[config.mk]
export PLATFORM = sky130hd
export DESIGN_NAME = pipe_reg
export DESIGN_NICKNAME = d
export VERILOG_FILES = /design/src/rtl/pipe_reg_pkg.sv /design/src/rtl/pipe_reg_stage.sv /design/src/rtl/pipe_reg.sv
export SDC_FILE = /design/constraint.sdc
export NUM_CORES = 1
export LEC_CHECK = 0
export ABC_AREA = 1
export CAP_MARGIN = 20
export CELL_PAD_IN_SITES_DETAIL_PLACEMENT = 0
export CELL_PAD_IN_SITES_GLOBAL_PLACEMENT = 1
export CORE_UTILIZATION = 39
export DETAILED_ROUTE_END_ITERATION = 8
export HOLD_SLACK_MARGIN = 0.05
export PLACE_DENSITY = 0.81
export SYNTH_ARGS = -nofsm -noshare
export SYNTH_HDL_FRONTEND = slang
export SYNTH_SLANG_ARGS = --single-unit
[constraint.sdc]
create_clock -name clock -period 4.3 [get_ports clock]
set_input_delay 1.29 -clock clock [delete_from_list [all_inputs] [get_ports clock]]
set_output_delay 1.29 -clock clock [all_outputs]
set_load 0.1 [all_outputs]
[src/rtl/pipe_reg_pkg.sv]
// ---------------------------------------------------------------------------
// pipe_reg_pkg
//   Shared constants and helpers for the pipe_reg register pipeline.
//   DEFAULT_WIDTH / DEFAULT_DEPTH : default data width and number of stages.
//   clog2(value)                  : ceil(log2(value)), used to size the
//                                   occupancy counter (value >= 2 expected).
// ---------------------------------------------------------------------------
package pipe_reg_pkg;

    localparam int DEFAULT_WIDTH = 16;
    localparam int DEFAULT_DEPTH = 4;

    function automatic int clog2(input int value);
        int bits;
        int rem;
        bits = 0;
        rem  = value - 1;
        while (rem > 0) begin
            bits++;
            rem = rem >> 1;
        end
        return bits;
    endfunction

endpackage : pipe_reg_pkg

[src/rtl/pipe_reg_stage.sv]
// ---------------------------------------------------------------------------
// pipe_stage
//   One pipeline slot: a valid bit plus a WIDTH-bit data register.
//   Ports:
//     clock      rising-edge clock
//     reset      asynchronous active-low reset (clears valid and data)
//     flush_i    clears the valid bit; data is left untouched
//     advance_i  slot is allowed to change this cycle (its ready term)
//     valid_i    upstream word is valid
//     data_i     upstream word
//     valid_o    slot holds a valid word
//     data_o     held word
// ---------------------------------------------------------------------------
module pipe_stage #(
    parameter int WIDTH = 16
) (
    input  logic             clock,
    input  logic             reset,
    input  logic             flush_i,
    input  logic             advance_i,
    input  logic             valid_i,
    input  logic [WIDTH-1:0] data_i,
    output logic             valid_o,
    output logic [WIDTH-1:0] data_o
);

    logic             valid_q;
    logic             valid_d;
    logic [WIDTH-1:0] data_q;
    logic             load;

    // When the slot may advance it either takes the upstream word or, with
    // nothing upstream, empties because its own word moved on.
    always_comb begin
        // NOTE: every combinational output gets a default first so no path
        // leaves it unassigned, which would infer a latch.
        valid_d = valid_q;
        load    = 1'b0;
        if (flush_i) begin
            valid_d = 1'b0;
        end else if (advance_i) begin
            valid_d = valid_i;
            load    = valid_i;
        end
    end

    always_ff @(posedge clock or negedge reset) begin
        if (!reset) begin
            valid_q <= 1'b0;
            // NOTE: the data register is reset as well so out_data reads 0
            // during reset; plain storage arrays would normally skip this.
            data_q  <= '0;
        end else begin
            // NOTE: non-blocking assignments keep all stages updating from
            // the same pre-edge values, so words shift one slot per edge.
            valid_q <= valid_d;
            if (load) begin
                data_q <= data_i;
            end
        end
    end

    assign valid_o = valid_q;
    assign data_o  = data_q;

endmodule : pipe_stage

[src/rtl/pipe_reg.sv]
// ---------------------------------------------------------------------------
// pipe_reg
//   DEPTH-stage valid/ready register pipeline with bubble collapse, flush
//   and an occupancy count.
//   Ports:
//     clock       rising-edge clock
//     reset       asynchronous active-low reset
//     in_valid    producer offers in_data
//     in_ready    pipeline accepts in_data this cycle
//     in_data     input word
//     out_valid   out_data holds a valid word (last stage)
//     out_ready   consumer takes out_data this cycle
//     out_data    output word (last stage)
//     flush       synchronous discard of all held words (beats transfers)
//     count       number of valid stages
// ---------------------------------------------------------------------------
module pipe_reg
    import pipe_reg_pkg::*;
#(
    parameter int WIDTH = DEFAULT_WIDTH,
    parameter int DEPTH = DEFAULT_DEPTH
) (
    input  logic                         clock,
    input  logic                         reset,
    input  logic                         in_valid,
    output logic                         in_ready,
    input  logic [WIDTH-1:0]             in_data,
    output logic                         out_valid,
    input  logic                         out_ready,
    output logic [WIDTH-1:0]             out_data,
    input  logic                         flush,
    output logic [clog2(DEPTH+1)-1:0]    count
);

    localparam int CW = clog2(DEPTH + 1);

    logic [DEPTH-1:0] ready;
    logic [DEPTH-1:0] stage_valid;
    logic [DEPTH-1:0] src_valid;
    logic [WIDTH-1:0] stage_data [DEPTH];
    logic [WIDTH-1:0] src_data   [DEPTH];
    logic [CW-1:0]    count_q;
    logic [CW-1:0]    count_d;
    logic             accept;
    logic             deliver;

    // Ready chain in closed form: ready[i] = out_ready OR some stage at or
    // after i is empty. This unrolls ready[i] = ready[i+1] | ~valid[i]
    // without building a combinational chain on one vector.
    always_comb begin
        for (int i = 0; i < DEPTH; i++) begin
            ready[i] = out_ready;
            for (int j = i; j < DEPTH; j++) begin
                if (!stage_valid[j]) begin
                    ready[i] = 1'b1;
                end
            end
        end
    end

    // Each stage is fed by its predecessor; stage 0 by the input port.
    always_comb begin
        src_valid[0] = in_valid;
        src_data[0]  = in_data;
        for (int i = 1; i < DEPTH; i++) begin
            src_valid[i] = stage_valid[i-1];
            src_data[i]  = stage_data[i-1];
        end
    end

    for (genvar g = 0; g < DEPTH; g++) begin : g_stage
        pipe_stage #(
            .WIDTH(WIDTH)
        ) u_stage (
            .clock    (clock),
            .reset    (reset),
            .flush_i  (flush),
            .advance_i(ready[g]),
            .valid_i  (src_valid[g]),
            .data_i   (src_data[g]),
            .valid_o  (stage_valid[g]),
            .data_o   (stage_data[g])
        );
    end

    assign in_ready  = ready[0] & ~flush;
    assign out_valid = stage_valid[DEPTH-1];
    assign out_data  = stage_data[DEPTH-1];

    // Occupancy tracks handshakes; flush empties every stage at once.
    always_comb begin
        accept  = in_valid & in_ready;
        deliver = out_valid & out_ready;
        count_d = count_q;
        if (flush) begin
            count_d = '0;
        end else if (accept && !deliver) begin
            count_d = count_q + CW'(1);
        end else if (deliver && !accept) begin
            count_d = count_q - CW'(1);
        end
    end

    always_ff @(posedge clock or negedge reset) begin
        if (!reset) begin
            count_q <= '0;
        end else begin
            count_q <= count_d;
        end
    end

    assign count = count_q;

endmodule : pipe_reg

; After elaboration in Yosys (flattened, before gate mapping)
; Cells that the tools add are included.
[classes]
addsub = 2
mul = 0
div = 0
order_cmp = 0
n_eq_ne = 0
n_shift = 0
n_mux = 29
bitwise_logic = 4
n_reduce_logical = 9
[ops]
columns = op, n
row1 = 1-bit two-way mux, 26
row2 = 3-bit two-way mux, 3
row3 = 2-bit nonzero test, 4
row4 = 3-bit by 1-bit adder with 3-bit output (second input constant), 1
row5 = 1-bit bitwise AND, 3
row6 = 3-bit nonzero test, 1
row7 = 3-bit by 1-bit subtractor with 3-bit output (second input constant), 1
row8 = 1-bit logical AND, 2
row9 = 1-bit logical NOT, 2
row10 = 1-bit NOT, 1
[word_totals]
register_bits = 71
latchBits = 0
ram_bits = 0
rom_bits = 0
input_bits = 21
out_inout_bits = 21
elab_cells = 53
n_memories = 0

; Logic depth before layout (Yosys ltp)
; Gate-level depths: netlist of the first run.
[logic_depth]
word_depth = 11
ltp_mapped = 12
depth_no_buf = 12

; By module
; A second synthesis of the first run with hierarchy kept.
[hier_totals]
hier_cells = 344
hier_area_um2 = 3181.8
[modules_own_cells]
columns = module, n_inst, cells_per_inst, area_each_um2, seq_area_each_um2
row1 = pipe_stage, 4, 76, 724.4, 425.4
row2 = pipe_reg, 1, 40, 284.0, 75.1

; Worst setup path after synthesis of the first run
; Ideal clock, no wire load.
[synth_timing]
path_type = input -> output
startpoint = input port out_ready
endpoint = output port in_ready
arrival_ns = 2.953
required_time_ns = 3.010
slack_ns = 0.057
path_stages = 4
path_buffers = 0
path_cell_list = nor2_2 > inv_2 > nor2_4 > a31oi_1
[synth_between]
elab_chain_len = 5
[synth_lines]
columns = element, line_no
row1 = start: declaration, pipe_reg.sv:29  ; input logic out_ready,
row2 = 1-bit two-way mux (4 in series), pipe_reg.sv:54  ; if (!stage_valid[j]) begin
row3 = 1-bit bitwise AND, pipe_reg.sv:86  ; assign in_ready = ready[0] & ~flush;
row4 = end: declaration, pipe_reg.sv:26  ; output logic in_ready,
; Every way passes these cells.

; Final worst setup path of the first run
; Ends and elaborated chain as after synthesis.

==> metrics.yaml, run 1 <==
fillers: 673
grt_util_all_layers_pct: 13.5
drive_gt1_share_pct: 17.9
start_util_pct: 40.6
syn-num-nets: 305
crit_path_max_fanout: 3
yosysWarnings: 0
layout.area.seq_mm2: 0.00178
synthCells: 283
wl_per_cell_um: 10.8
clkTransAtPathRegs_ns: 0.07
io_pins: 42
rows: 31
synth-edff-count: 0
syn_area_mm2: 0.00297
insertedDiodeCount: 0
yosysTopAreaCell: "dfrtp_1"
cap_violations: 0
outcome: "finished, final reports clean"
grt_overflow: 0
setup_violations: 0
vias: 1848
pwr_density_cell_mw_per_mm2: 586
end_kind: "output port"
ys.flop_type: "dfrtp_1"
core_mm2: 0.00733
worstSetupPathType: "input pin to output port"
firstDrtPassIters: 4
die_x_um: 89.3
routed_wl_um: 4620
grt_pass1_wl_um: 8070
finClkSkew_ns: 0.00695
finalHoldViolations: 0
syn_area_per_cell_um2: 10.5
area_growth_pct: 21.1
clock_latency_ns: 0.34
tightest_slew_ns: 0.976
ys_ff_latch: 71
max_freq_mhz: 267
ant_nets: 0
p_total_mw: 2.11
yosys-top-cells-area: "dfrtp_1 (60%), a21oi_2 (5.0%), nand2_1 (4.9%)"
fin_tns_setup_ns: 0
holdBufCountCts: 0
cts.sinks: 71
worst_ep_required_time_ns: 3.01
drc: 0
ys_async_sr_fraction_pct: 100
slew_headroom_pct: 34.7
hpwl_um: 3090
power.leakage_nw: 1.73
synth.most_common_cell: "dfrtp_1"
dieArea_mm2: 0.00798
cts_buffers: 9
cts_resized: 0
seq_area_frac_synth_pct: 59.7
first_global_vias: 1779
setup.worst_path.start_class: "input pin"
cts_tree: "done"
antenna_found_initial: 0
routabilityCongestion: 0.762
holdCritPathClass: "register to register"
synth_top_cell_area_share_pct: 59.7
layout_min_cycle_time_ns: 3.75
viasPerCell: 4.32
postCtsSetupBuffers: 0
vdd_drop_max_mv: 0.152
nets: 346
cts_max_path_buffers: 2
yosysUniqueCellTypes: 28
drv_slew: 0
die_h_um: 89.3
fin_crit_sh_pct: 87.1
port-buffer-count: 41
htreeDepth: 3
rsz0062_at_grt: "no"
multiInputGateArea_um2: 915
worstPathArrival_ns: 2.46
synthTopCellsByCount: "dfrtp_1 (71), nand2_1 (39), inv_1 (37), nor2_1 (30), o21ai_0 (27)"
cts_root_buffer: "clkbuf_8"
grt_max_degree: 72
initialDrtViolationCount: 87
final timing paths:
| check | start | end | slack [ns] | cells after the start |
|---|---|---|---|---|
| worst max-delay path | out_ready | in_ready | 0.55 | 6 |
| worst min-delay path | g_stage[3].u_stage.data_o[11] | g_stage[3].u_stage.data_o[11] | 0.49 | 2 |
| worst max register to register | g_stage[3].u_stage.valid_o | count[2] | 2.34 | 12 |
| worst min register to register | g_stage[3].u_stage.data_o[11] | g_stage[3].u_stage.data_o[11] | 0.49 | 2 |
| max in group asynchronous | reset | g_stage[3].u_stage.data_o[0] | 2.69 | 1 |
| min in group asynchronous | reset | count[1] | 1.05 | 1 |
cell type report:
class / instances / area share [%]
Sequential cell: 71 / 49.3
Inverter: 40 / 4.24
Timing Repair Buffer: 42 / 11.8
Clock inverter: 3 / 1.11
Multi-Input combinational cell: 160 / 25.4
Tap cell: 99 / 3.44
Clock buffer: 13 / 4.69
critical path, cell delays in order:
cell and delay, ns:
clkdlybuf4s50_1 0.44, nor2_2 0.20, inv_2 0.09, nor2_4 0.12
a31oi_1 0.13, buf_12 0.20
registers in the layout (all words and copies together) (netlist names):
register / flops
g_stage.u_stage.valid_o: 4
g_stage.u_stage.data_o: 64
count: 3
power breakdown:
part | leakage (nW) | internal (mW) | switching [mW]
clock | 0.109 | 0.314 | 0.231
combinational | 0.779 | 0.181 | 0.522
sequential | 0.842 | 0.804 | 0.0594
metrics by stage:
stage | instance area, µm² | hold slack, ns | setup slack [ns] | instances | utilization, %
after floorplan | 2970 | 0.449 | 0.0568 | 283 | -
after global placement | 3390 | 0.469 | 0.571 | 412 | 46.3
after detailed placement | 3390 | 0.475 | 0.545 | 412 | 46.3
after CTS | 3600 | 0.491 | 0.540 | 428 | 49.1
after global routing | 3600 | 0.505 | 0.471 | 428 | 49.1
final | 3600 | 0.485 | 0.554 | 428 | 49.1
routing by layer:
| metal | up-vias | track usage [%] | wire length, µm |
|---|---|---|---|
| li1 | 980 | - | - |
| met3 | 8 | 3.51 | 177 |
| met1 | 829 | 19.6 | 2520 |
| met2 | 31 | 18.2 | 1810 |
| met5 | - | 0 | 0 |
| met4 | 0 | 7.79 | 103 |
cell usage in the layout (no fill, tap or decap), types with 2 or more instances in the layout:
cell type and count:
nor2_1 30, nand2_2 4, dfrtp_1 71, nor2_4 2
inv_2 2, clkinv_2 2, nand2_1 39, clkbuf_8 12
a21oi_2 17, o21ai_2 5, buf_4 2, nand3_4 2
nand4_1 2, clkdlybuf4s50_1 39, nand3_1 6, o21ai_0 27
a21oi_1 14, inv_1 37, mux2_2 3, nand3_2 2
cells by family (layout without fill, tap and decap cells):
kind of cell	after synthesis	count (layout)	synth area share [%]
AOI/OAI and AO/OA	65	65	13.8
xor gates and xnor gates	1	1	0.295
adders and majority gates	1	1	0.673
buffers and inverters	52	98	9.51
DFF	71	71	59.7
muxes	3	3	1.14
and+or+nand+nor	90	90	14.9
Power figures use the tool's default switching activity.
==> inputs of run 2 (changes only) <==
CORE_MARGIN = 2   (was not set)
SLEW_MARGIN = 20   (was not set)
clock period = 4.43 ns   (was 4.3 ns; I/O delays follow)
==> metrics.yaml, run 2 (synthesis gave the netlist of run 1 again) <==
firstDrtPassIters: 4  # unchanged
die_h_um: 91.3  # +2.2%
drc: 0  # unchanged
fillers: 679  # +0.89%
rows: 31  # unchanged
hpwl_um: 3180  # +2.9%
routabilityCongestion: 0.789  # +3.7%
max_freq_mhz: 261
grt_pass1_wl_um: 8390  # +3.9%
grtUsageMet2_pct: 17.8  # -0.34 points
dieArea_mm2: 0.00834  # +4.5%
finClkSkew_ns: 0.00659  # -0.000366 ns
die_x_um: 91.3  # +2.2%
cts.sinks: 71  # unchanged
first_global_vias: 1839  # +3.4%
core_mm2: 0.00733  # unchanged
tightest_slew_ns: 0.985  # +0.00899 ns
worstRegToRegCells: 11  # -1
htreeDepth: 3  # unchanged
worstPathArrival_ns: 2.50  # +0.04 ns
fin_crit_sh_pct: 86.5
clock_latency_ns: 0.33  # about the same
holdBufCountCts: 0  # unchanged
clkTransAtPathRegs_ns: 0.07  # about the same
met1_usage_pct: 18.0  # -1.7 points
viasPerCell: 4.33  # +0.20%
pwr_density_cell_mw_per_mm2: 579  # -1.2%
wl_per_cell_um: 11.0  # +1.6%
vdd_drop_max_mv: 0.163  # +7.3%
outcome: "finished, final reports clean"
slew_headroom_pct: 34.1  # -0.60 points
whs_ns: 0.484  # -0.00123 ns
grt_util_all_layers_pct: 12.6  # -0.90 points
worst_ep_required_time_ns: 3.10  # +0.09 ns
cts_resized: 0  # unchanged
grt_overflow: 0  # unchanged
port-buffer-count: 41  # unchanged
cts_tree: "done"
insertedDiodeCount: 0  # unchanged
setup.worst_path.start_class: "input pin"
area_growth_pct: 22.0
finalHoldViolations: 0  # unchanged
cts_buffers: 9  # unchanged
crit_path_max_fanout: 3  # unchanged
antenna_found_initial: 0  # unchanged
fin_tns_setup_ns: 0  # unchanged
nets: 347  # +0.29%
top_usage_layer: "met1"
grt_max_degree: 72  # unchanged
layout.cells.most_common: "dfrtp_1"
cts_root_buffer: "clkbuf_8"
largest_register_ffs: 64  # unchanged
ff2ff_setup_slack_ns: 2.51  # +0.17 ns
final_cell_mix: "dfrtp_1 (71), nand2_1 (39), clkdlybuf4s50_1 (39)"
postCtsSetupBuffers: 0  # unchanged
end_kind: "output port"
drv_slew: 0  # unchanged
worstSetupPathType: "input pin to output port"
drive_gt1_share_pct: 18.5  # +0.55 points
io_pins: 42  # unchanged
routed_wl_um: 4700  # +1.8%
start_util_pct: 40.6  # unchanged
holdCritPathClass: "register to register"
cts_max_path_buffers: 2  # unchanged
worstHoldPathCells: 2  # unchanged
grt_util_met3_pct: 2.74  # -0.77 points
ant_nets: 0  # unchanged
vias: 1856  # +0.43%
layout_min_cycle_time_ns: 3.83
cap_violations: 0  # unchanged
power.leakage_nw: 1.74  # +0.82%
rsz0062_at_grt: "no"
initialDrtViolationCount: 117  # +34%
setup_violations: 0  # unchanged
-- run 2: cell count changes in the layout (fill, tap and decap cells not counted) --
| cell | previous run | this run |
|---|---|---|
| buf_2 | 0 | 1 |
| bufinv_16 | 1 | 2 |
| clkbuf_1 | 1 | 0 |
| clkbuf_8 | 12 | 11 |
| inv_6 | 0 | 1 |
-- run 2: final timing paths --
check | startpoint | endpoint
max | out_ready | in_ready
min | g_stage[0].u_stage.data_o[1] | g_stage[0].u_stage.data_o[1]
max reg2reg | g_stage[3].u_stage.valid_o | count[2]
min reg2reg | g_stage[0].u_stage.data_o[1] | g_stage[0].u_stage.data_o[1]
max in group asynchronous | reset | g_stage[3].u_stage.data_o[11]
min in group asynchronous | reset | g_stage[3].u_stage.valid_o
-- run 2: power breakdown --
part / internal (mW) / switching (mW) / leakage [nW]
combinational: 0.176 / 0.508 / 0.783
sequential: 0.780 / 0.0590 / 0.842
clock: 0.348 / 0.229 / 0.120
-- run 2: layout make-up --
| type | instances | area [µm²] | share of cell area [%] |
|---|---|---|---|
| Timing Repair Buffer | 43 | 430 | 11.9 |
| Sequential cell | 71 | 1780 | 49.0 |
| Tap cell | 99 | 124 | 3.41 |
| Multi-Input combinational cell | 160 | 915 | 25.2 |
| Clock inverter | 5 | 78.8 | 2.17 |
| Inverter | 40 | 153 | 4.21 |
| Clock buffer | 11 | 151 | 4.17 |
-- run 2: layer usage --
layer  vias up  share of wire (%)
li1        985                  -
met1       830                 54
met2        32                 41
met3         9                3.1
met4         0                2.3
met5         -                  0
-- run 2: worst max-delay path, cell delays in order --
cell and delay, ns:
clkdlybuf4s50_1 0.44, nor2_2 0.20, inv_2 0.09, nor2_4 0.12, a31oi_1 0.13, buf_12 0.20
-- run 2: stage by stage --
stage	instances	total power [mW]	setup slack (ns)	utilization, %	area, µm²
after floorplan	283	1.37	0.109	-	2970
after global placement	413	1.53	0.620	46.4	3400
after detailed placement	413	1.54	0.594	46.4	3400
after CTS	429	2.12	0.586	49.5	3630
after global routing	429	2.21	0.539	49.5	3630
final	429	2.10	0.598	49.5	3630
==> inputs of run 3 (changes only) <==
CELL_PAD_IN_SITES_DETAIL_PLACEMENT = 2   (was 0)
CELL_PAD_IN_SITES_GLOBAL_PLACEMENT = 2   (was 1)
CORE_UTILIZATION = 37   (was 39)
PLACE_DENSITY = 0.9   (was 0.81)
==> metrics.yaml, run 3 (synthesis gave the netlist of run 1 again) <==
outcome: "finished, final reports clean"
crit_path_max_fanout: 3  # unchanged
cts_resized: 0  # unchanged
drv_slew: 0  # unchanged
cts.sinks: 71  # unchanged
initialDrtViolationCount: 90  # -23%
placed_area_mm2: 0.00339  # -0.11%
finalWorstSetupSlack_ns: 0.558  # -0.0398 ns
viasPerCell: 4.76  # +10%
finalHoldViolations: 0  # unchanged
holdBufCountCts: 0  # unchanged
routabilityCongestion: 0.707  # -10%
crit_chain: "clkdlybuf4s50_1, nor2_2, inv_2, nor2_4, a31oi_1, buf_12"
nets: 346  # -0.29%
area_growth_pct: 21.5
layout_min_cycle_time_ns: 3.87  # +0.0398 ns
drive_gt1_share_pct: 18.2  # -0.25 points
core_mm2: 0.00777  # +6.0%
rows: 32  # +3.2%
die_h_um: 93.7  # +2.6%
start_util_pct: 38.3  # -2.3 points
worstHoldStart: "g_stage[3].u_stage.data_o[9]"
io_pins: 42  # unchanged
vdd_drop_max_mv: 0.195  # +19%
met1_usage_pct: 24.7  # +6.7 points
cts_buffers: 9  # unchanged
antenna_found_initial: 0  # unchanged
wl_per_cell_um: 16.4  # +50%
place_inst: 415  # +0.48%
firstDrtPassIters: 4  # unchanged
insertedDiodeCount: 0  # unchanged
top_usage_layer: "met2"
layout.cells.most_common: "dfrtp_1"
clock_latency_ns: 0.36  # +0.03 ns
final_cell_mix: "dfrtp_1 (71), nand2_1 (39), clkdlybuf4s50_1 (39)"
cap_violations: 0  # unchanged
drc: 0  # unchanged
max_freq_mhz: 258  # -1.0%
postCtsSetupBuffers: 0  # unchanged
grt_overflow: 0  # unchanged
stdcell_area_mm2: 0.00361  # -0.38%
multiInputGateArea_um2: 915  # unchanged
fillers: 839  # +24%
pwr_density_cell_mw_per_mm2: 590  # +2.0%
tightest_slew_ns: 0.979  # -0.00619 ns
dieArea_mm2: 0.00877  # +5.2%
rsz0062_at_grt: "no"
routed_wl_um: 7070  # +50%
port-buffer-count: 41  # unchanged
reg2reg_from: "g_stage[3].u_stage.valid_o"
largest_register_ffs: 64  # unchanged
critPathTopFamily: "buffers and inverters"
clkTransAtPathRegs_ns: 0.07  # about the same
grtUsageMet2_pct: 29.2  # +11 points
fin_crit_sh_pct: 87.4  # +0.90 points
hpwl_um: 4620  # +45%
ant_nets: 0  # unchanged
slowest_stage: "clkdlybuf4s50_1"
final_cells: 431  # +0.47%
power.leakage_nw: 1.73  # -0.63%
first_global_vias: 2239  # +22%
end_kind: "output port"
finClkSkew_ns: 0.00520  # -0.00139 ns
htreeDepth: 3  # unchanged
worst_ep_required_time_ns: 3.10  # about the same
grt_pass1_wl_um: 12100  # +44%
layout.area.seq_mm2: 0.00178  # unchanged
worstSetupPathType: "input pin to output port"
holdCritPathClass: "register to register"
worstPathArrival_ns: 2.54  # +0.04 ns
cts_root_buffer: "clkbuf_8"
cts_max_path_buffers: 2  # unchanged
die_x_um: 93.7  # +2.6%
slowest_delay_ns: 0.43  # about the same
grt_util_met3_pct: 3.77  # +1.0 points
grt_max_degree: 47  # -35%
worst-path-buf-inv: 3  # unchanged
fin_tns_setup_ns: 0  # unchanged
slew_headroom_pct: 34.5  # +0.41 points
grt_util_all_layers_pct: 18.4  # +5.7 points
place_ws_ns: 0.576  # -0.0187 ns
setup.worst_path.start_class: "input pin"
critPathLaunch: "out_ready"
vias: 2052  # +11%
setup_violations: 0  # unchanged
ff2ff_setup_slack_ns: 2.36  # -0.15 ns
cts_tree: "done"
==> run 3: worst reg2reg max path, cell delays in order (launching register included) <==
cell and delay (ns):
dfrtp_1 0.38, inv_1 0.06, nor2_2 0.17, nand4_4 0.18
nand3_2 0.16, inv_1 0.09, fa_1 0.40, xnor2_1 0.22
inv_1 0.07, nand2_1 0.07, nand2_1 0.05, nand3_1 0.07
nand2_1 0.05
==> run 3: metrics by stage <==
stage	power (mW)	util [%]	hold slack, ns
finish	2.13	46.5	0.488
global route	2.24	46.5	0.527
global placement	1.53	43.7	0.467
floorplan	1.37	-	0.449
detailed placement	1.56	43.7	0.478
CTS	2.16	46.5	0.496
==> run 3: layer usage <==
metal | share of wire, % | vias to the layer above
met5 | 0 | -
met4 | 2.1 | 0
met3 | 3.0 | 11
met2 | 49 | 36
met1 | 45 | 1022
li1 | - | 983
==> run 3: area by class of cell <==
type / count / share of cell area [%]
flip-flops and latches: 71 / 49.2
multi-input cells: 160 / 25.3
repair buffers: 42 / 11.7
inverters: 40 / 4.22
well taps: 102 / 3.53
clock buffers: 9 / 3.43
clock inverters: 7 / 2.67
==> run 3: power by group <==
group	switching (mW)	leakage (nW)	internal, mW
sequential	0.0678	0.842	0.780
clock	0.259	0.114	0.319
combinational	0.532	0.778	0.176
total	0.860	1.73	1.27
==> run 3: worst paths after layout <==
| check | endpoint | depth (start not counted) |
|---|---|---|
| setup / recovery | in_ready | 6 |
| hold / removal | g_stage[3].u_stage.data_o[9] | 2 |
| setup reg to reg | count[2] | 12 |
| hold reg to reg | g_stage[3].u_stage.data_o[9] | 2 |
| max in group asynchronous | g_stage[2].u_stage.data_o[10] | 2 |
| min in group asynchronous | count[1] | 1 |
